`config.mk`:
```
export PLATFORM = sky130hd
export DESIGN_NAME = regfile_write_sequencer
export DESIGN_NICKNAME = d
export VERILOG_FILES = /design/src/rtl/regfile_write_sequencer.sv
export SDC_FILE = /design/constraint.sdc
export NUM_CORES = 1
export LEC_CHECK = 0
export ABC_AREA = 1
export BUFFER_PORTS_ARGS = -buffer_cell sky130_fd_sc_hd__buf_2
export CAP_MARGIN = 20
export CELL_PAD_IN_SITES_DETAIL_PLACEMENT = 1
export CELL_PAD_IN_SITES_GLOBAL_PLACEMENT = 2
export CORE_MARGIN = 3
export CORE_UTILIZATION = 25
export CTS_BUF_LIST = sky130_fd_sc_hd__clkbuf_4
export DETAILED_ROUTE_END_ITERATION = 12
export PLACE_DENSITY_LB_ADDON = 0.1
export SYNTH_ARGS = -nofsm -noshare
export SYNTH_HDL_FRONTEND = slang
export SYNTH_SLANG_ARGS = --single-unit
```
`constraint.sdc`:
```
create_clock -name clk -period 2.6 [get_ports clk]
set_clock_uncertainty 0.15 [all_clocks]
set_input_delay 0.26 -clock clk [delete_from_list [all_inputs] [get_ports clk]]
set_output_delay 0.26 -clock clk [all_outputs]
set_load 0.02 [all_outputs]
```
`src/rtl/regfile_write_sequencer.sv`:
```
`timescale 1ns/1ps
`default_nettype none
// ============================================================================
// Module   : regfile_write_sequencer
// Purpose  : Serialises the SEQ write-back stage's E and M register writes
//            onto a single register-file write port (E first, then M).
//            Exports a pending-write mask for the decode interlock, a retire
//            pulse, and sticky halt / error status.
// Ports    : clk, rst           - clock, synchronous active-high reset
//            wb_valid/wb_ready  - instruction handshake from write-back
//            icode,cnd,rA,rB    - instruction fields used to decode dstE/dstM
//            valE, valM         - ALU result / memory read data
//            rf_we/waddr/wdata  - registered register-file write port
//            pend_mask          - one bit per register with a write outstanding
//            retire             - pulse in the cycle of an instruction's last write
//            halted, err        - sticky status (halt/invalid, invalid only)
// Revision : 1.0 - initial release
// ============================================================================
module regfile_write_sequencer #(
  parameter int          DATA_W = 64,
  parameter logic [3:0]  RNONE  = 4'hF,
  parameter logic [3:0]  RSP    = 4'h4
) (
  input  logic              clk,
  input  logic              rst,
  input  logic              wb_valid,
  output logic              wb_ready,
  input  logic [3:0]        icode,
  input  logic              cnd,
  input  logic [3:0]        rA,
  input  logic [3:0]        rB,
  input  logic [DATA_W-1:0] valE,
  input  logic [DATA_W-1:0] valM,
  output logic              rf_we,
  output logic [3:0]        rf_waddr,
  output logic [DATA_W-1:0] rf_wdata,
  output logic [15:0]       pend_mask,
  output logic              retire,
  output logic              halted,
  output logic              err
);

  typedef enum logic [1:0] {
    S_IDLE = 2'd0,
    S_WR_E = 2'd1,
    S_WR_M = 2'd2
  } state_t;

  state_t             r_state, w_state_nxt;
  logic [3:0]         r_dst_m, w_dst_m_nxt;
  logic [DATA_W-1:0]  r_val_m, w_val_m_nxt;

  logic               w_we_nxt, w_retire_nxt;
  logic [3:0]         w_waddr_nxt;
  logic [DATA_W-1:0]  w_wdata_nxt;
  logic [15:0]        w_mask_nxt;

  logic [3:0]         w_dec_e, w_dec_m;
  logic               w_invalid, w_accept;

  // One-hot register bit; the "no register" ID and bit 15 never appear.
  function automatic logic [15:0] reg_bit(input logic [3:0] r);
    logic [15:0] b;
    b = (r == RNONE) ? 16'h0000 : (16'h0001 << r);
    return b & 16'h7FFF;
  endfunction

  // Destination decode from the incoming instruction.
  always_comb begin
    w_dec_e = RNONE;
    case (icode)
      4'h2:                   if (cnd) w_dec_e = rB;
      4'h3, 4'h6:             w_dec_e = rB;
      4'h8, 4'h9, 4'hA, 4'hB: w_dec_e = RSP;
      default:                w_dec_e = RNONE;
    endcase
    w_dec_m = ((icode == 4'h5) || (icode == 4'hB)) ? rA : RNONE;
  end

  assign w_invalid = (icode > 4'hB);

  // Ready whenever the current cycle is not a WR_E with an M write still due.
  assign wb_ready = !halted &&
                    ((r_state != S_WR_E) || (r_dst_m == RNONE));
  assign w_accept = wb_valid && wb_ready;

  always_comb begin
    w_state_nxt  = S_IDLE;
    w_dst_m_nxt  = r_dst_m;
    w_val_m_nxt  = r_val_m;
    w_we_nxt     = 1'b0;
    w_waddr_nxt  = 4'h0;
    w_wdata_nxt  = '0;
    w_retire_nxt = 1'b0;
    w_mask_nxt   = 16'h0000;

    if ((r_state == S_WR_E) && (r_dst_m != RNONE)) begin
      w_state_nxt = S_WR_M;
    end else if (w_accept) begin
      w_dst_m_nxt = w_dec_m;
      w_val_m_nxt = valM;
      if (w_dec_e != RNONE)
        w_state_nxt = S_WR_E;
      else if (w_dec_m != RNONE)
        w_state_nxt = S_WR_M;
      else
        w_retire_nxt = !w_invalid;  // zero-write instruction retires at once
    end

    // The E write is only entered straight from an accept, so the freshly
    // decoded dstE / valE inputs are the ones to drive.
    case (w_state_nxt)
      S_WR_E: begin
        w_we_nxt     = 1'b1;
        w_waddr_nxt  = w_dec_e;
        w_wdata_nxt  = valE;
        w_retire_nxt = (w_dst_m_nxt == RNONE);
        w_mask_nxt   = reg_bit(w_dec_e) | reg_bit(w_dst_m_nxt);
      end
      S_WR_M: begin
        w_we_nxt     = 1'b1;
        w_waddr_nxt  = w_dst_m_nxt;
        w_wdata_nxt  = w_val_m_nxt;
        w_retire_nxt = 1'b1;
        w_mask_nxt   = reg_bit(w_dst_m_nxt);
      end
      default: ;
    endcase
  end

  always_ff @(posedge clk) begin
    if (rst) begin
      r_state   <= S_IDLE;
      r_dst_m   <= RNONE;
      r_val_m   <= '0;
      rf_we     <= 1'b0;
      rf_waddr  <= 4'h0;
      rf_wdata  <= '0;
      pend_mask <= 16'h0000;
      retire    <= 1'b0;
      halted    <= 1'b0;
      err       <= 1'b0;
    end else begin
      r_state   <= w_state_nxt;
      r_dst_m   <= w_dst_m_nxt;
      r_val_m   <= w_val_m_nxt;
      rf_we     <= w_we_nxt;
      rf_waddr  <= w_waddr_nxt;
      rf_wdata  <= w_wdata_nxt;
      pend_mask <= w_mask_nxt;
      retire    <= w_retire_nxt;
      halted    <= halted | (w_accept && ((icode == 4'h0) || w_invalid));
      err       <= err | (w_accept && w_invalid);
    end
  end

endmodule
`default_nettype wire

```
==> results of run 1 <==
[power by group through the flow]
stage                     Combinational (mW)  Clock, mW  Sequential (mW)
after floorplan                        0.568          0             2.72
after global placement                  1.08          0             2.66
after detailed placement                1.08          0             2.66
after CTS                               1.24       1.67             2.61
after global routing                    1.44       1.77             2.62
final                                   1.28       1.58             2.61
[metal layers]
metal	vias up	track usage, %	part of all wire, %
met5	-	0	0
met4	0	3.88	1.6
li1	3191	-	-
met3	25	4.88	5.6
met2	145	29.6	49
met1	2969	19.9	44
[kinds of logic after synthesis]
| kind of cell | share of synthesized area, % |
|---|---|
| buffers and inverters | 5.47 |
| other | 0.0612 |
| AND/OR/NAND/NOR | 29.0 |
| adder cells (fa/ha/maj) | 0.408 |
| AO/OA/AOI/OAI | 13.8 |
| flip-flops | 51.3 |
[cells in the mapped netlist (3+ instances only)]
cell,instances
clkbuf_1,35
or2_2,43
dfxtp_1,157
buf_2,6
nor2_1,93
inv_2,4
or2_0,33
a21oi_1,84
or2_1,52
nand2_1,112
o21ai_0,65
nand3_1,21
a22oi_1,3
inv_1,27
nor2_4,3
[repair_timing]
action                                 CTS  global route
setup buffers                            0             3
endpoints found under the hold margin  136             0
resized for setup                        0            28
hold buffers                           132             0
setup endpoints to repair                0            84
[layout make-up]
class | count | area [sq um] | area share [%]
Antenna cell | 1 | 2.50 | 0.0261
Timing Repair Buffer | 404 | 2910 | 30.3
Inverter | 31 | 119 | 1.24
Tap cell | 319 | 399 | 4.16
Sequential cell | 157 | 3140 | 32.7
Clock inverter | 13 | 153 | 1.59
Clock buffer | 19 | 143 | 1.49
Multi-Input combinational cell | 529 | 2740 | 28.5
[per-stage QoR]
step	area, sq um	std cells	TNS (ns)
floorplan	6130	764	0
global placement	7820	1303	-3.77
detailed placement	7820	1303	-6.98
CTS	9430	1467	0
global route	9600	1473	-0.423
finish	9600	1473	0
[critical path, delay by kind of cell]
kind / cells / cell delay, ns
fa+ha+maj: 1 / 0.20
compound gates: 3 / 0.32
buf+inv: 8 / 1.30
simple gates: 6 / 0.69
[registers in the layout (all words and copies together) (netlist names)]
| register | cells |
|---|---|
| r_val_m | 64 |
| rf_wdata | 64 |
| pend_mask | 15 |
| r_dst_m | 4 |
| rf_waddr | 4 |
| r_state | 2 |
| err | 1 |
| halted | 1 |
| retire | 1 |
| rf_we | 1 |
[cells in the final DEF (no fill, tap or decap), types with 2 or more instances in the layout]
cell / count
buf_2: 231
dfxtp_1: 157
dlygate4sd3_1: 132
nand2_1: 107
nor2_1: 89
a21oi_1: 78
o21ai_0: 65
or2_1: 52
or2_2: 43
or2_0: 33
buf_4: 30
inv_1: 24
nand3_1: 20
clkbuf_4: 19
inv_2: 6
nand2_2: 6
a21oi_2: 6
buf_12: 6
nor2_4: 5
nor2_2: 4
inv_6: 4
clkinvlp_4: 4
a22oi_1: 3
buf_6: 3
nand3_2: 2
o21ai_2: 2
o21ai_4: 2
bufinv_16: 2
inv_8: 2
clkbuf_16: 2
[worst max-delay path by stage]
stage / from / end / slack, ns
floorplan: icode[2] / pend_mask[10] / 0.15
global placement: icode[2] / pend_mask[3] / -0.11
detailed placement: icode[1] / rf_wdata[0] / -0.12
CTS: icode[0] / rf_wdata[0] / 0.03
global route: icode[0] / pend_mask[3] / -0.06
finish: icode[0] / pend_mask[3] / 0.10
==> results.toml, run 1 <==
[run_status]
status = "finished clean"

[place]
gp_congestion = 0.741
hpwl_microns = 14600
preCtsSetupSlack_ns = -0.121
io_buffers = 231

[floorplanning]
dieArea_sq_um = 26400
die_w_microns = 163
core_area_sq_um = 23800
die_y_microns = 163
initial_core_util_pct = 25.8
io_pins = 233
std_cell_rows = 56

[power]
vdd_drop_max_mv = 0.260
p_comb_share_pct = 23.4
power.switching_mw = 1.73
p_int_mw = 3.74
pwr_density_cell_nw_per_um2 = 570
clockPowerShare_pct = 29.0
p_sw_share_pct = 31.6
p_seq_share_pct = 47.6
p_leak_nw = 4.19
finalPower_mw = 5.47

[drt]
drc = 0
drtIter0Drc = 179
antenna_left = 0
wire_per_inst_microns = 15.4
routed-via-count = 6330
via_per_inst = 4.30
dr.pass1.iters = 4
wl_microns = 22800

[global_route]
grt_util_all_layers_pct = 16.7
antenna_found_initial = 1
grt_overflow = 0
grt_pass1_wl_microns = 35200
grt_pass1_vias = 6791
grt_max_degree = 67

[timing]
finalHoldViolations = 0
setup_viol = 0
finalCriticalPeriod_ns = 2.50
max_freq_mhz = 400
max_slew_margin_pct = 46.6
fin_crit_sh_pct = 96.1
layout_setup_ws_ns = 0.102
rsz0062_at_grt = "true"
worst_slew_pin_slew_ns = 0.801
whs_ns = 0.0658
slew_viol_final = 0

[setup_path]
r2r_slack_ns = 0.38
critical_path_class = "input pin to flip-flop"
slowest_stage = "dlygate4sd3_1"
path_max_fanout = 15
reg2reg_from = "r_dst_m[0]"
r2r_cells = 9
worst_setup_path_end_kind = "flip-flop"
worst_setup_path_start_kind = "input pin"
cp_slowest_stage_delay_ns = 0.53
r2r_end = "rf_wdata[63]"
crit_chain = "dlygate4sd3_1 > buf_2 > inv_1 > o21ai_1 > inv_2 > nor2_4 > inv_1 > nand2_2 > nand2_2 > nor3_4 > nand2_2 > nand2_1 > inv_1 > ha_2 > buf_4 > o21ai_2 > buf_6 > a21oi_1"
crit_required_ns = 2.89
arrival_ns = 2.78

[synth]
synth_flop_cell = "dfxtp_1"
ys_ff_latch = 157
synth_area_leaders = "dfxtp_1, a21oi_1, nand2_1"
ys_types = 35
synth_top_cell_area_share_pct = 51.3
ys.warnings.count = 0
synth_area_sq_um = 6130
avgSynthCellArea_sq_um = 8.03
synth_edf_count = 0
synthCells = 764
async_flop_share_pct = 0
synth_nets = 910
yosys.area.top_type = "dfxtp_1"
yosysSeqAreaShare_pct = 51.3

[run]
timing.max_cap.violations = 0

[cts]
ctsLongestPathBuffers = 2
cts_max_level = 4
cts_tree = "done"
numCtsBuffers = 17
path_clk_slew_ns = 0.15
cts.root.buffer_cell = "clkbuf_4"
cts.sink_count = 157
clk_latency_ns = 0.55

[worst_hold_path]
hold_path.class = "input pin to flip-flop"
min_from = "icode[3]"
min_path_cells = 6
holdPathEnd = "retire"

[finish]
fill_cells = 2914
synthToLayoutAreaGrowth_pct = 56.6
num-nets-final = 1286
drive_gt1_share_pct = 33.5
final_core_util_pct = 40.4
(Power assumes the default switching activity.)
==> run 2: changes to the inputs <==
CORE_ASPECT_RATIO = 0.9   (was default)
==> results.toml, run 2 (synthesis results as in run 1) <==
[setup_path]
critPathCapture = "rf_wdata[8]"
r2r_slack_ns = 0.24
crit_required_ns = 2.94
startpoint = "icode[2]"
path_max_fanout = 13
reg2reg_from = "r_dst_m[2]"
critical_path_class = "input pin to flip-flop"
worst_setup_path_end_kind = "flip-flop"
arrival_ns = 2.78
r2r_cells = 9
worst_setup_path_start_kind = "input pin"
r2r_end = "halted"

[finish]
synthToLayoutAreaGrowth_pct = 54.2
layout_common_cells = "buf_2, dfxtp_1, dlygate4sd3_1"
final_core_util_pct = 39.8
drive_gt1_share_pct = 32.2
reg_top3 = "r_val_m: 64 flops, rf_wdata: 64 flops, pend_mask: 15 flops"
fill_cells = 2913
stdcell_count = 1456
final_common_cell = "buf_2"
num-nets-final = 1284

[timing]
finalHoldViolations = 0
finalCriticalPeriod_ns = 2.44
setup_viol = 0
layout_setup_ws_ns = 0.156
worst_slew_pin_slew_ns = 0.691
tns_ns = 0
max_freq_mhz = 409
slew_viol_final = 0
fin_crit_sh_pct = 94.0
rsz0062_at_grt = "false"
max_slew_margin_pct = 53.9

[place]
place_inst = 1287
preCtsSetupSlack_ns = -0.0767
gp_congestion = 0.770
io_buffers = 231
hpwl_microns = 14700

[floorplanning]
core_area_sq_um = 23700
initial_core_util_pct = 25.8
die_w_microns = 171
die_y_microns = 155
io_pins = 233
dieArea_sq_um = 26400
std_cell_rows = 53

[global_route]
antenna_found_initial = 4
grt_max_degree = 60
grt_overflow = 0
grt_pass1_wl_microns = 35400
grt_util_all_layers_pct = 16.8
grt_pass1_vias = 6840

[cts]
cts.root.buffer_cell = "clkbuf_4"
ctsLongestPathBuffers = 2
clk_latency_ns = 0.56
cts_tree = "done"
cts_max_level = 4
path_clk_slew_ns = 0.14
cts.sink_count = 157
numCtsBuffers = 17

[drt]
wire_per_inst_microns = 15.3
routed-via-count = 6328
via_per_inst = 4.35
drtIter0Drc = 185
wl_microns = 22300
dr.pass1.iters = 4
antenna_left = 0
drc = 0

[power]
finalPower_mw = 5.25
vdd_drop_max_mv = 0.243
pwr_density_cell_nw_per_um2 = 556
p_leak_nw = 4.14

[worst_hold_path]
hold_path.class = "input pin to flip-flop"

[run]
timing.max_cap.violations = 0

[run_status]
status = "finished clean"
-- run 2: metal layers --
metal | part of all wire [%] | global-route usage [%] | vias up
li1 | - | - | 3193
met1 | 46 | 21.1 | 2985
met2 | 48 | 28.9 | 130
met3 | 4.5 | 4.57 | 18
met4 | 0.97 | 3.33 | 2
met5 | 0.058 | 0 | -
-- run 2: timing repair --
item	CTS	global route
buffers inserted	0	1
hold buffers	132	0
endpoints found under the hold margin	132	0
gates resized for setup	0	12
endpoints found under the setup margin	0	84
-- run 2: power breakdown --
group	leakage (nW)	internal (mW)	switching (mW)
clock network	0.122	0.420	0.981
logic	2.73	0.545	0.701
registers	1.28	2.57	0.0404
total	4.14	3.53	1.72
-- run 2: layout make-up --
type                    instances  area [sq um]  area share (%)
clock inverters                13           108            1.14
clock buffers                  19           143            1.51
inverters                      31           119            1.26
well taps                     302           378            4.00
flip-flops and latches        157          3140            33.2
repair buffers                402          2870            30.3
diodes                          3          7.51          0.0794
multi-input cells             529          2690            28.5
-- run 2: worst max-delay path: stages --
cell	delay, ns
buf_2	0.12
dlygate4sd3_1	0.56
nand2_1	0.10
inv_2	0.06
nor2_4	0.10
nand2_1	0.10
nor2_2	0.14
nor2_1	0.06
nand3_1	0.06
inv_1	0.05
nor2_1	0.08
nand2_1	0.07
nand2_1	0.09
ha_2	0.19
inv_1	0.10
buf_4	0.20
or2_2	0.32
a21oi_1	0.12
-- run 2: per-stage QoR --
stage | instance area, sq um | hold WS, ns
floorplan | 6130 | 0.250
global placement | 7800 | 0.305
detailed placement | 7800 | 0.314
CTS | 9370 | 0.0231
global route | 9460 | 0.0331
finish | 9460 | 0.0603
-- run 2: worst min path at each step --
stage | startpoint | to | slack, ns | cells past startpoint
floorplan | valE[15] | rf_wdata[15] | 0.25 | 2
global placement | err | err | 0.31 | 1
detailed placement | err | err | 0.31 | 1
CTS | rA[3] | retire | 0.02 | 7
global route | wb_valid | r_state[1] | 0.03 | 5
finish | wb_valid | r_state[1] | 0.06 | 5
==> run 3: changes to the inputs <==
BUFFER_PORTS_ARGS = default   (was -buffer_cell sky130_fd_sc_hd__buf_2)
CORE_UTILIZATION = 32   (was 25)
DONT_BUFFER_PORTS = 1   (was default)
==> results.toml, run 3 (synthesis results as in run 1) <==
[finish]
layout_common_cells = "dlygate4sd3_1, dfxtp_1, nand2_1"
final_common_cell = "dlygate4sd3_1"
synthToLayoutAreaGrowth_pct = 38.8
finalInstanceArea_sq_um = 8510
final_core_util_pct = 45.8
drive_gt1_share_pct = 13.2
reg_top3 = "r_val_m: 64 flops, rf_wdata: 64 flops, pend_mask: 15 flops"
num-nets-final = 1070

[drt]
via_per_inst = 4.74
dr.pass1.iters = 4
routed-via-count = 5607
drtIter0Drc = 157
drc = 0
wire_per_inst_microns = 17.1
antenna_left = 0
wl_microns = 20300

[run]
timing.max_cap.violations = 0

[setup_path]
path_max_fanout = 45
r2r_slack_ns = 0.19
crit_chain = "dlygate4sd3_1 > nand2_1 > inv_1 > nor2_2 > nand2_2 > nor2_4 > nor2_1 > nand3_1 > inv_1 > nor2_1 > nand2_1 > nand2_1 > ha_1 > inv_2 > buf_12 > or2_1 > a21oi_1"
cp_slowest_stage_delay_ns = 0.55
worst_setup_path_end_kind = "flip-flop"
crit_required_ns = 2.92
arrival_ns = 2.74
critical_path_class = "input pin to flip-flop"
slowest_stage = "dlygate4sd3_1"
cp_common_cell = "nand2_1"
worst_setup_path_start_kind = "input pin"
critPathTopFamily = "simple AND/OR/NAND/NOR gates"
timing.critical_path.buf_inv = 5

[cts]
cts_tree = "done"
ctsLongestPathBuffers = 2
clk_latency_ns = 0.54
numCtsBuffers = 17
post-cts-setup-buffer-count = 0
cts.sink_count = 157
cts_max_level = 4
cts.root.buffer_cell = "clkbuf_4"
path_clk_slew_ns = 0.14

[power]
pwr_density_cell_nw_per_um2 = 641
vdd_drop_max_mv = 0.315
finalPower_mw = 5.45
p_leak_nw = 3.25

[global_route]
grt_util_all_layers_pct = 19.2
grt_overflow = 0
grt_pass1_wl_microns = 32300
grt_pass1_vias = 6136
grt_max_degree = 70
antenna_found_initial = 2

[worst_hold_path]
hold_path.class = "input pin to flip-flop"

[timing]
finalCriticalPeriod_ns = 2.42
setup_viol = 0
fin_crit_sh_pct = 93.1
max_freq_mhz = 413
slew_viol_final = 0
finalHoldViolations = 0
whs_ns = 0.0915

[place]
hpwl_microns = 12800
gp_congestion = 0.784
io_buffers = 0
placedInstanceArea_sq_um = 6460

[floorplanning]
dieArea_sq_um = 20900
die_w_microns = 152
die_y_microns = 137
io_pins = 233
std_cell_rows = 47
core_area_sq_um = 18600
initial_core_util_pct = 33.0

[run_status]
status = "finished clean"
-- run 3: cell types whose count changed in the layout (fill, tap and decap cells not counted), sizes merged --
cell and change:
buf -246, dlygate4sd3 +33, clkinv +5, clkinvlp -5, bufinv +4, inv -4
clkbuf -2, diode -1
-- run 3: metrics by stage --
step / setup slack, ns / TNS, ns / instances
2_1_floorplan: 0.148 / 0 / 764
3_3_place_gp: 0.0524 / 0 / 984
3_5_place_dp: -0.0154 / -0.0367 / 984
4_1_cts: 0.00896 / 0 / 1181
5_1_grt: -0.0222 / -0.0222 / 1183
6_report: 0.179 / 0 / 1183
-- run 3: what timing repair did --
action                     in CTS  in global routing
hold buffers                  166                  0
hold endpoints to repair      153                  0
resized for setup               0                 13
setup endpoints to repair       0                106
-- run 3: path summary, 6_finish.rpt --
kind | startpoint | end | cells after the start
setup / recovery | icode[3] | rf_wdata[24] | 17
hold / removal | rB[3] | pend_mask[1] | 6
setup reg to reg | r_state[1] | r_val_m[26] | 11
hold reg to reg | r_val_m[44] | r_val_m[44] | 2
-- run 3: metal layers --
layer  global-route usage [%]  share of wire (%)
met5                        0                  0
met4                     3.69               0.96
met3                     5.94                5.5
met2                     33.8                 50
met1                     23.5                 43
-- run 3: layout make-up --
class	instances	area, sq um
multi-input combinational	529	2680
inverter	31	116
antenna	2	5.00
clock inverter	13	190
sequential	157	3140
fill	2237	10100
clock buffer	18	135
timing repair buffer	188	1930
tap	245	307
-- run 3: where the power goes --
group          switching (mW)  leakage, nW  internal [mW]  total [mW]
Sequential              0.124         1.29           2.57        2.69
Combinational           0.584         1.80          0.460        1.04
Clock                   0.938        0.173          0.778        1.72
-- run 3: worst register-to-register path, delay by kind of cell, from the launching register on --
| family | cells | cell delay [ns] |
|---|---|---|
| AO/OA/AOI/OAI | 2 | 0.35 |
| buffers and inverters | 6 | 1.23 |
| flip-flops | 1 | 0.32 |
| AND/OR/NAND/NOR | 3 | 0.27 |
